<file path="config.mk">
export PLATFORM = sky130hd
export DESIGN_NAME = serializer_10b_flat
export DESIGN_NICKNAME = d
export VERILOG_FILES = /design/src/rtl/serializer_10b_if.sv /design/src/rtl/serializer_10b.sv /design/src/flat_wrapper.sv
export SDC_FILE = /design/constraint.sdc
export NUM_CORES = 1
export LEC_CHECK = 0
export ABC_CLOCK_PERIOD_IN_PS = 1700
export CAP_MARGIN = 20
export CORE_MARGIN = 2
export CORE_UTILIZATION = 45
export DETAILED_ROUTE_END_ITERATION = 10
export PLACE_DENSITY = 0.7
export SLEW_MARGIN = 10
export SYNTH_ARGS = -nofsm -noshare
export SYNTH_HDL_FRONTEND = slang
export SYNTH_SLANG_ARGS = --single-unit
</file>
<file path="constraint.sdc">
create_clock -name clk -period 1.7 [get_ports clk]
set_input_delay 0.34 -clock clk [delete_from_list [all_inputs] [get_ports clk]]
set_output_delay 0.34 -clock clk [all_outputs]
set_load 0.005 [all_outputs]
</file>
<file path="src/rtl/serializer_10b_if.sv">
// Symbol handshake between the 8b/10b encoder and the serializer.
// Valid/ready: a symbol transfers on a rising clk edge where din_valid and
// din_ready are both high; the source holds din stable while din_valid is high
// and din_ready is low, and din is ignored while din_valid is low.
interface serializer_10b_if #(
    parameter int SYM_W = 10
);
    logic [SYM_W-1:0] din;
    logic             din_valid;
    logic             din_ready;

    modport master (
        output din,
        output din_valid,
        input  din_ready
    );

    modport slave (
        input  din,
        input  din_valid,
        output din_ready
    );
endinterface

</file>
<file path="src/rtl/serializer_10b.sv">
// Transmit-side parallel-to-serial converter for the 8b/10b link.
// Shifts 10-bit symbols out LSB first, one bit per clk. A one-entry holding
// buffer keeps the line at full rate; when nothing is pending the IDLE_SYM
// comma is sent so the far end always sees a continuously framed stream.
module serializer_10b #(
    parameter int               SYM_W    = 10,
    parameter logic [SYM_W-1:0] IDLE_SYM = 10'h17C,
    parameter int               CNT_W    = 16
) (
    input  logic               clk,
    input  logic               reset,
    serializer_10b_if.slave    sym_if,
    output logic               dout,
    output logic               frame_start,
    output logic               idle_active,
    output logic [CNT_W-1:0]   sym_count
);
    localparam int            BW   = $clog2(SYM_W);
    localparam logic [BW-1:0] LAST = BW'(SYM_W - 1);

    logic [SYM_W-1:0] shift_q, shift_d;
    logic [BW-1:0]    bit_cnt_q, bit_cnt_d;
    logic [SYM_W-1:0] hold_reg_q, hold_reg_d;
    logic             hold_valid_q, hold_valid_d;
    logic             idle_q, idle_d;
    logic [CNT_W-1:0] cnt_q, cnt_d;

    logic load;
    logic din_ready;
    logic accept;

    // Next-state: advance the bit counter, shift, and at the symbol boundary
    // pick held symbol, then bypassed input, then idle fill.
    always_comb begin
        load         = (bit_cnt_q == LAST);
        din_ready    = ~reset & (~hold_valid_q | load);
        accept       = sym_if.din_valid & din_ready;
        bit_cnt_d    = load ? '0 : bit_cnt_q + 1'b1;
        shift_d      = {1'b0, shift_q[SYM_W-1:1]};
        hold_reg_d   = hold_reg_q;
        hold_valid_d = hold_valid_q;
        idle_d       = idle_q;
        cnt_d        = cnt_q;
        if (load) begin
            if (hold_valid_q) begin
                shift_d      = hold_reg_q;
                idle_d       = 1'b0;
                cnt_d        = cnt_q + 1'b1;
                // A new symbol accepted on the same edge refills the buffer.
                hold_valid_d = accept;
                if (accept) begin
                    hold_reg_d = sym_if.din;
                end
            end else if (accept) begin
                shift_d = sym_if.din;
                idle_d  = 1'b0;
                cnt_d   = cnt_q + 1'b1;
            end else begin
                shift_d = IDLE_SYM;
                idle_d  = 1'b1;
            end
        end else if (accept) begin
            hold_reg_d   = sym_if.din;
            hold_valid_d = 1'b1;
        end
    end

    // State registers; reset drops partial and held symbols and restarts on idle bit 0.
    always_ff @(posedge clk) begin
        if (reset) begin
            shift_q      <= IDLE_SYM;
            bit_cnt_q    <= '0;
            hold_reg_q   <= '0;
            hold_valid_q <= 1'b0;
            idle_q       <= 1'b1;
            cnt_q        <= '0;
        end else begin
            shift_q      <= shift_d;
            bit_cnt_q    <= bit_cnt_d;
            hold_reg_q   <= hold_reg_d;
            hold_valid_q <= hold_valid_d;
            idle_q       <= idle_d;
            cnt_q        <= cnt_d;
        end
    end

    assign sym_if.din_ready = din_ready;
    assign dout             = shift_q[0];
    assign frame_start      = (bit_cnt_q == '0);
    assign idle_active      = idle_q;
    assign sym_count        = cnt_q;
endmodule

</file>
<file path="src/flat_wrapper.sv">
// flat-port wrapper written by rule: the top's interface ports become plain ports
module serializer_10b_flat 
#(
    parameter int               SYM_W    = 10,
    parameter logic [SYM_W-1:0] IDLE_SYM = 10'h17C,
    parameter int               CNT_W    = 16
)
  (clk, reset, dout, frame_start, idle_active, sym_count, sym_if_din, sym_if_din_valid, sym_if_din_ready);
  serializer_10b_if #(.SYM_W(SYM_W)) sym_if_i ();
  input  logic clk;
  input  logic reset;
  output logic dout;
  output logic frame_start;
  output logic idle_active;
  output logic [CNT_W-1:0] sym_count;
  input wire logic [$bits(sym_if_i.din)-1:0] sym_if_din;
  input wire logic [$bits(sym_if_i.din_valid)-1:0] sym_if_din_valid;
  output wire logic [$bits(sym_if_i.din_ready)-1:0] sym_if_din_ready;
  assign sym_if_i.din = sym_if_din;
  assign sym_if_i.din_valid = sym_if_din_valid;
  assign sym_if_din_ready = sym_if_i.din_ready;
  serializer_10b #(.SYM_W(SYM_W), .IDLE_SYM(IDLE_SYM), .CNT_W(CNT_W)) u_core (.clk(clk), .reset(reset), .sym_if(sym_if_i), .dout(dout), .frame_start(frame_start), .idle_active(idle_active), .sym_count(sym_count));
endmodule
</file>
======== After elaboration in Yosys (flattened, before gate mapping) ========
Cells that the tools add are included.
W data, S select, Z words.
word-level totals
  register bits after elaboration ......... 42
  bits of input ports ..................... 13
  output and inout bits ................... 20
  logic and storage cells ................. 36
cells by class
  add/sub/neg operators ................... 2
  equal/unequal tests ..................... 2
  muxes and demuxes ....................... 13
  bitwise logic cells ..................... 6
  reduce and logical (&&, ||, !) cells .... 6
operator list
  cell                     number
  $mux W10                 5
  $mux W16                 2
  $add A16 B1 Y16 const B  1
  $mux W9                  1
  $mux W1                  5
  $add A4 B1 Y4 const B    1
  $eq A4 B4 Y1 const B     1
  $logic_not A4 Y1         1
  $reduce_bool A2 Y1       2
  $reduce_or A2 Y1         2
  $not A1 Y1               3
  $and A1 B1 Y1            2
  $ne A2 B1 Y1 const B     1
  $reduce_and A2 Y1        1
  $or A1 B1 Y1             1

======== Logic depth before layout (Yosys ltp) ========
Gate-level depths: netlist of the first run.
  depth after elaboration ................. 7
  depth in mapped cells ................... 7
  mapped depth without buffers ............ 6

======== Least setup slack after synthesis of the first run ========
Ideal clock, no wire load.
  path kind ............................... flip-flop to flip-flop
  start point ............................. register u_core.bit_cnt_q[0]
  end point ............................... register u_core.cnt_q[14], in the netlist u_core.sym_count[14]
  setup time .............................. 0.070 ns
  arrival time ............................ 1.585 ns
  required time ........................... 1.630 ns
  setup slack ............................. 0.045 ns
  stages on the path, launching flop included .. 7
  buffers on the path ..................... 1
  clock period less this slack ............ 1.655 ns
  cells stage by stage .................... dfxtp_1 > ha_1 > and3b_2 > buf_6 > o211ai_4 > or4_1 > a21oi_1
on the way
  longest elaborated chain between the ends .. 6
ends and longest elaborated chain
  item                                  line                  RTL
  start, declared                       serializer_10b.sv:22  logic [BW-1:0] bit_cnt_q, bit_cnt_d;
  start signal, assigned                serializer_10b.sv:79  bit_cnt_q <= bit_cnt_d;
  $eq A4 B4 Y1 *                        serializer_10b.sv:35  load = (bit_cnt_q == LAST);
  $or A1 B1 Y1                          serializer_10b.sv:36  din_ready = ~reset & (~hold_valid_q | load);
  $and A1 B1 Y1                         serializer_10b.sv:36
  $and A1 B1 Y1                         serializer_10b.sv:37  accept = sym_if.din_valid & din_ready;
  $reduce_bool A2 Y1 (no source line)   --
  $reduce_and A2 Y1 (no source line) *  --
  end signal, assigned                  serializer_10b.sv:83  cnt_q <= cnt_d;
  end, declared                         serializer_10b.sv:26  logic [CNT_W-1:0] cnt_q, cnt_d;
Mark *: on every way between the ends. The rest lies on a longest branch, timed or not.
A chain may end at the register's enable or synchronous reset.

======== Worst setup path after layout of the first run ========
  start point ............................. input port reset
  end point ............................... register u_core.cnt_q[8], in the netlist u_core.sym_count[8]
on the way
  longest elaborated chain between the ends .. 5
ends and longest elaborated chain
  item                                 line                  RTL
  start, declared                      flat_wrapper.sv:11    input logic reset;
  $not A1 Y1                           serializer_10b.sv:36
  $and A1 B1 Y1                        serializer_10b.sv:36
  $and A1 B1 Y1                        serializer_10b.sv:37
  $reduce_bool A2 Y1 (no source line)  --
  $reduce_and A2 Y1 (no source line)   --
Several ways; a longest one is shown, not always the timed one.

==> impl_metrics.py, run 1 <==
metrics = {
    "status": {
        "outcome": "finished, final reports clean",
    },
    "place": {
        "post-dp-hpwl_mm": 3.09,
        "numPortBuffers": 32,
        "placed_cells_incl_taps": 312,
        "dpl_cell_area_sq_mm": 0.00248,
        "gp_routability_congestion": 0.745,
    },
    "final_layout": {
        "fillers": 335,
        "number_of_standard_cells_in_the_layout_taps_in_and_fillers_out": 320,
        "ant_diodes": 0,
        "multiInputGateArea_sq_mm": 0.00107,
        "layout.area.seq_sq_um": 845,
        "finish.net_count": 287,
        "area_growth_syn_to_layout_pct": 41.4,
        "finalInstanceArea_sq_mm": 0.00270,
        "layout_cell_share_with_drive_strength_beyond_1_pct": 24.4,
    },
    "synthesis": {
        "synth_top_area_cell": "sky130_fd_sc_hd__dfxtp_1",
        "seq_area_frac_synth_pct": 44.0,
        "synth_nets": 228,
        "synth-edff-count": 0,
        "postSynthCellCount": 211,
        "synth-async-reset-ratio_pct": 0,
        "synthesis.area_per_instance_sq_um": 9.05,
        "post_synth_instance_area_sq_mm": 0.00191,
        "ys_top_cells_by_area": "sky130_fd_sc_hd__dfxtp_1, sky130_fd_sc_hd__o21ai_0, sky130_fd_sc_hd__a21oi_1",
        "ys_types": 35,
        "synth.most_common_cell": "sky130_fd_sc_hd__dfxtp_1",
        "synth_top_area_share_pct": 44.0,
        "yosys-top-cells-count": "sky130_fd_sc_hd__dfxtp_1, sky130_fd_sc_hd__nor2_1, sky130_fd_sc_hd__o21ai_0",
        "synth_warn": 0,
        "ys_dominant_reg_cell": "sky130_fd_sc_hd__dfxtp_1",
        "yosys_register_bits": 42,
    },
    "cts": {
        "insertion_delay_ns": 0.30,
        "numCtsBuffers": 5,
        "htreeDepth": 2,
        "ctsRootBufferMaster": "sky130_fd_sc_hd__clkbuf_8",
        "cts_tree": "yes",
        "clock_transition_at_the_registers_of_the_reported_paths_ns": 0.08,
        "clock_tree.buffer_depth": 2,
        "cts_num_sinks": 42,
    },
    "routing": {
        "drt_iter0_markers": 84,
        "first_pass_iters": 4,
        "dr_total_vias": 1721,
        "wire_per_inst_um": 14.0,
        "route.final.wire_length_mm": 4.48,
        "antenna_left": 0,
        "routed_via_density": 5.38,
        "drcViolationCount": 0,
    },
    "power": {
        "share_comb_of_total_power_pct": 10.6,
        "pwr_density_cell_mw_per_mm2": 762,
        "seq_power_share_pct": 50.3,
        "net_switching_mw": 0.456,
        "power.share.switching_pct": 22.2,
        "p_leak_nw": 1.04,
        "cell_internal_pwr_mw": 1.60,
        "share_clk_of_total_power_pct": 39.0,
        "ir_drop_mv": 0.414,
    },
    "critical_path": {
        "worst-setup-path-type": "in -> reg",
        "timing.critical_path.depth": 7,
        "critical_path.cell_chain": "clkdlybuf4s50_1 > nor2b_4 > buf_4 > o211ai_4 > buf_6 > or3_4 > a21oi_2",
        "worstPathMaxFanout": 4,
        "crit_path_end_kind": "flop",
        "cp_top_family": "buffers and inverters",
        "max_stage_delay_ns": 0.53,
        "cp_num_buf_inv": 3,
        "worst_setup_path_start_kind": "input port",
        "cp.required_ns": 1.94,
        "slowest_stage": "sky130_fd_sc_hd__clkdlybuf4s50_1",
        "cp_data_arrival_time_ns": 1.91,
        "rr_worst_depth": 8,
    },
    "floorplan": {
        "io_pins": 33,
        "placementRows": 23,
        "dieHeight_um": 69.1,
        "fp.dieArea_sq_mm": 0.00478,
        "core-area_sq_mm": 0.00403,
        "effective_utilization_at_floorplan_pct": 47.4,
        "die-width_um": 69.1,
    },
    "grt": {
        "globalRouteOverflowTotal": 0,
        "first_pass_grt_wire_length_mm": 7.38,
        "grt.total_usage_pct": 19.1,
        "first_global_vias": 1655,
        "grt_start_max_net_pins": 24,
        "antenna_found_initial": 0,
    },
    "timing": {
        "timing_max_transition_violations_final": 0,
        "hold_viol": 0,
        "worst_slew_margin_rel_pct": 79.3,
        "whs_ns": 0.469,
        "tightest_slew_ns": 0.310,
        "timing.final.crit_share_pct": 98.1,
        "setup_viol_count_final": 0,
        "maxClockFrequency_mhz": 600,
        "fin_crit_ns": 1.67,
        "timing.clock.skew_ns": 0.00519,
    },
    "flow_run": {
        "max-cap-violations": 0,
    },
    "worst_hold_path": {
        "worstHoldPathCells": 2,
        "holdCritPathClass": "reg -> reg",
    },
}
[layer usage]
layer	share of wire [%]	GRT usage, %
met1	44	23.6
met2	50	31.0
met3	4.2	5.85
met4	1.6	7.41
met5	0	0
[layout make-up]
| type | count | share of cell area, % |
|---|---|---|
| Sequential cell | 42 | 31.3 |
| Timing Repair Buffer | 66 | 22.0 |
| Clock buffer | 6 | 3.06 |
| Inverter | 5 | 0.695 |
| Clock inverter | 1 | 1.11 |
| Tap cell | 50 | 2.32 |
| Multi-Input combinational cell | 150 | 39.6 |
[cell usage in the layout, fill, tap and decap left out, drive strengths merged, types with 2 or more instances in the layout]
cell           count
inv                5
mux2i              8
or4                3
clkdlybuf4s50     30
o2111ai            2
o211ai             6
xor2               7
nand4              2
nand2b            11
and4               3
nand4b            10
nor2              23
nand2              9
o31ai              3
and3               2
clkbuf             7
nand3              4
buf               35
or3                6
a21oi             18
dfxtp             42
xnor2              2
ha                 4
o21ai             20
[metrics by stage]
| step | power (mW) | worst slack, ns | setup TNS [ns] | util [%] |
|---|---|---|---|---|
| final | 2.06 | 0.0327 | 0 | 67.0 |
| after global routing | 2.14 | -0.0325 | -0.0336 | 67.0 |
| after CTS | 2.07 | -0.0495 | -0.195 | 64.8 |
| after detailed placement | 1.27 | -0.273 | -4.10 | 61.7 |
| after global placement | 1.26 | -0.237 | -3.36 | 61.7 |
| after floorplan | 1.16 | 0.0450 | 0 | - |
[power groups by stage]
stage | registers (mW) | clock network (mW) | logic (mW)
CTS | 1.03 | 0.824 | 0.213
detailed placement | 1.05 | 0 | 0.211
global route | 1.04 | 0.858 | 0.240
floorplan | 1.05 | 0 | 0.107
global placement | 1.05 | 0 | 0.207
finish | 1.04 | 0.803 | 0.218
[worst paths after layout]
| kind | startpoint | to | slack, ns |
|---|---|---|---|
| max | reset | u_core.sym_count[8] | 0.03 |
| min | u_core.hold_reg_q[2] | u_core.hold_reg_q[2] | 0.47 |
| max reg2reg | u_core.bit_cnt_q[1] | u_core.sym_count[8] | 0.05 |
| min reg2reg | u_core.hold_reg_q[2] | u_core.hold_reg_q[2] | 0.47 |
[worst register-to-register path, delay by kind of cell (launching register included)]
kind / cells / cell delay (ns)
AND/OR/NAND/NOR: 2 / 0.60
buffers and inverters: 3 / 0.33
adder cells (fa/ha/maj): 1 / 0.13
flip-flops: 1 / 0.33
AO/OA/AOI/OAI: 2 / 0.20
[repair_timing]
item | CTS | global route
hold endpoints to repair | 0 | 0
pin swaps | 1 | 9
hold buffers | 0 | 0
setup endpoints to repair | 12 | 23
buffers inserted | 0 | 1
resized for setup | 10 | 28
[cells by family (layout without fill, tap and decap cells)]
group | Yosys count | count (layout) | share of synthesized area (%)
xor+xnor | 9 | 9 | 4.13
flops | 42 | 42 | 44.0
simple gates | 79 | 79 | 24.9
fa+ha+maj | 4 | 4 | 2.62
mux | 8 | 8 | 4.19
buf+inv | 19 | 78 | 4.52
compound gates | 50 | 50 | 15.6
[flip-flops by register name (all words and copies together), names as in the netlist]
signal               flops
u_core.hold_valid_q      1
u_core.hold_reg_q       10
u_core.sym_count        16
u_core.idle_active       1
u_core.bit_cnt_q         4
u_core.shift_q          10
Power figures use the tool's default switching activity.
==> inputs of run 2 (changes only) <==
--- a/config.mk
+++ b/config.mk
@@ -7,10 +7,12 @@
 export LEC_CHECK = 0
 export ABC_CLOCK_PERIOD_IN_PS = 1700
 export CAP_MARGIN = 20
+export CELL_PAD_IN_SITES_DETAIL_PLACEMENT = 1
+export CELL_PAD_IN_SITES_GLOBAL_PLACEMENT = 1
 export CORE_MARGIN = 2
-export CORE_UTILIZATION = 45
+export CORE_UTILIZATION = 35
 export DETAILED_ROUTE_END_ITERATION = 10
-export PLACE_DENSITY = 0.7
+export PLACE_DENSITY = 0.72
 export SLEW_MARGIN = 10
 export SYNTH_ARGS = -nofsm -noshare
 export SYNTH_HDL_FRONTEND = slang
==> run 2 against run 1 <==
Against the previous run:
- wire length is 16% higher
- sequential power hardly changed
- non-clock buffer count is 4 higher
- critical path depth stayed put
- hold slack worse by 0.016 ns
- largest power group unchanged
- highest routed layer unchanged
- critical endpoint is now u_core.sym_count[13]
- count of clock-buffer cells in the layout stayed put
- total power is 0.87% higher
- utilization is 14 points lower
- global-route usage is 2.1 points lower
==> impl_metrics.py, run 2 (synthesized netlist as in run 1, its figures left out) <==
metrics = {
    "status": {
        "outcome": "finished, final reports clean",
    },
    "floorplan": {
        "io_pins": 33,
        "dieHeight_um": 77.9,
        "placementRows": 26,
        "core-area_sq_mm": 0.00517,
        "die-width_um": 77.9,
        "effective_utilization_at_floorplan_pct": 36.9,
        "fp.dieArea_sq_mm": 0.00606,
    },
    "grt": {
        "globalRouteOverflowTotal": 0,
        "grt_start_max_net_pins": 38,
        "grt.total_usage_pct": 16.9,
        "antenna_found_initial": 0,
        "first_pass_grt_wire_length_mm": 8.00,
        "first_global_vias": 1716,
    },
    "worst_hold_path": {
        "holdCritPathClass": "reg -> reg",
        "worstHoldPathCells": 2,
        "min-delay-start": "u_core.shift_q[2]",
    },
    "timing": {
        "whs_ns": 0.453,
        "fin_crit_ns": 1.68,
        "timing.final.crit_share_pct": 98.6,
        "rsz0062_at_grt": "true",
        "tightest_slew_ns": 0.355,
        "setup_tns_ns": 0,
        "hold_viol": 0,
        "worst_slew_margin_rel_pct": 76.3,
        "setup_viol_count_final": 0,
        "fin_ws_ns": 0.0232,
        "timing_max_transition_violations_final": 0,
        "maxClockFrequency_mhz": 596,
        "timing.clock.skew_ns": 0.00832,
    },
    "final_layout": {
        "ant_diodes": 0,
        "area_growth_syn_to_layout_pct": 44.0,
        "final_cell_mix": "sky130_fd_sc_hd__dfxtp_1, sky130_fd_sc_hd__buf_4, sky130_fd_sc_hd__clkdlybuf4s50_1",
        "finalInstanceArea_sq_mm": 0.00275,
        "largest_register_ffs": 16,
        "layout_cell_share_with_drive_strength_beyond_1_pct": 27.7,
        "finish.net_count": 291,
        "commonest_non_fill_non_tap_cell_in_the_layout": "sky130_fd_sc_hd__dfxtp_1",
    },
    "routing": {
        "routed_via_density": 5.10,
        "drcViolationCount": 0,
        "route.final.wire_length_mm": 5.20,
        "drt_iter0_markers": 48,
        "first_pass_iters": 4,
        "wire_per_inst_um": 15.1,
        "dr_total_vias": 1756,
        "antenna_left": 0,
    },
    "cts": {
        "ctsHoldBuffers": 0,
        "insertion_delay_ns": 0.30,
        "htreeDepth": 2,
        "cts_num_sinks": 42,
        "clock_tree.buffer_depth": 2,
        "numCtsBuffers": 5,
        "ctsRootBufferMaster": "sky130_fd_sc_hd__clkbuf_8",
        "cts_tree": "yes",
        "clock_transition_at_the_registers_of_the_reported_paths_ns": 0.08,
    },
    "critical_path": {
        "cp.required_ns": 1.93,
        "worstPathMaxFanout": 7,
        "critical_path.cell_chain": "inv_2 > ha_4 > and3b_2 > o2111ai_2 > buf_6 > or4_4 > a21oi_2",
        "worst_setup_path_start_kind": "flop",
        "slowest_stage": "sky130_fd_sc_hd__or4_4",
        "crit-reg2reg-launch": "u_core.bit_cnt_q[1]",
        "worst_setup_path_startpoint": "u_core.bit_cnt_q[1]",
        "worst-setup-path-type": "reg -> reg",
        "rr_worst_depth": 7,
        "crit_path_end_kind": "flop",
        "max_stage_delay_ns": 0.42,
        "cp_data_arrival_time_ns": 1.91,
    },
    "power": {
        "pwr_density_cell_mw_per_mm2": 755,
        "ir_drop_mv": 0.456,
        "p_leak_nw": 1.05,
        "final_power_mw": 2.08,
    },
    "place": {
        "numPortBuffers": 32,
        "gp_routability_congestion": 0.734,
        "post-dp-hpwl_mm": 3.48,
        "placement.setup.worst_slack_ns": -0.336,
        "dpl_cell_area_sq_mm": 0.00250,
    },
    "flow_run": {
        "max-cap-violations": 0,
    },
}
## run 2: report_power, final
group          total [mW]  leakage, nW  switching [mW]  internal (mW)
sequential           1.03        0.346          0.0182           1.02
combinational       0.220        0.648           0.106          0.114
clock               0.822       0.0573           0.352          0.470
total                2.08         1.05           0.476           1.60
## run 2: critical path: cells and delay by family, from the launching register on
kind                       cells  cell delay (ns)
buffers and inverters          2             0.24
DFF                            1             0.33
AOI/OAI and AO/OA              2             0.25
adders and majority gates      1             0.13
and+or+nand+nor                2             0.65
## run 2: path summary, 6_finish.rpt
kind | to | slack [ns]
worst max-delay path | u_core.sym_count[13] | 0.02
worst min-delay path | u_core.shift_q[1] | 0.45
worst max register to register | u_core.sym_count[13] | 0.02
worst min register to register | u_core.shift_q[1] | 0.45
## run 2: metrics by stage
stage / utilization (%) / cells
final: 53.1 / 344
after global routing: 53.1 / 344
after CTS: 51.6 / 342
after detailed placement: 48.3 / 332
after global placement: 48.3 / 332
after floorplan: - / 211
## run 2: cell type report
class                   instances  area (sq um)
clock buffers                   6          82.6
clock inverters                 1          30.0
fillers                       585          2420
inverters                       5          18.8
multi-input cells             150          1060
flip-flops and latches         42           851
well taps                      70          87.6
repair buffers                 70           617
## run 2: repair_timing
action | CTS | global route
gates resized for setup | 17 | 30
setup buffers | 3 | 2
pin swaps | 2 | 10
endpoints found under the setup margin | 18 | 22
## run 2: metal layers
layer / routed length, um / track usage (%) / vias to the layer above
met5: 0 / 0 / -
met4: 74 / 6.61 / 0
met3: 168 / 4.77 / 7
met2: 2610 / 29.0 / 28
met1: 2350 / 19.9 / 847
li1: - / - / 874
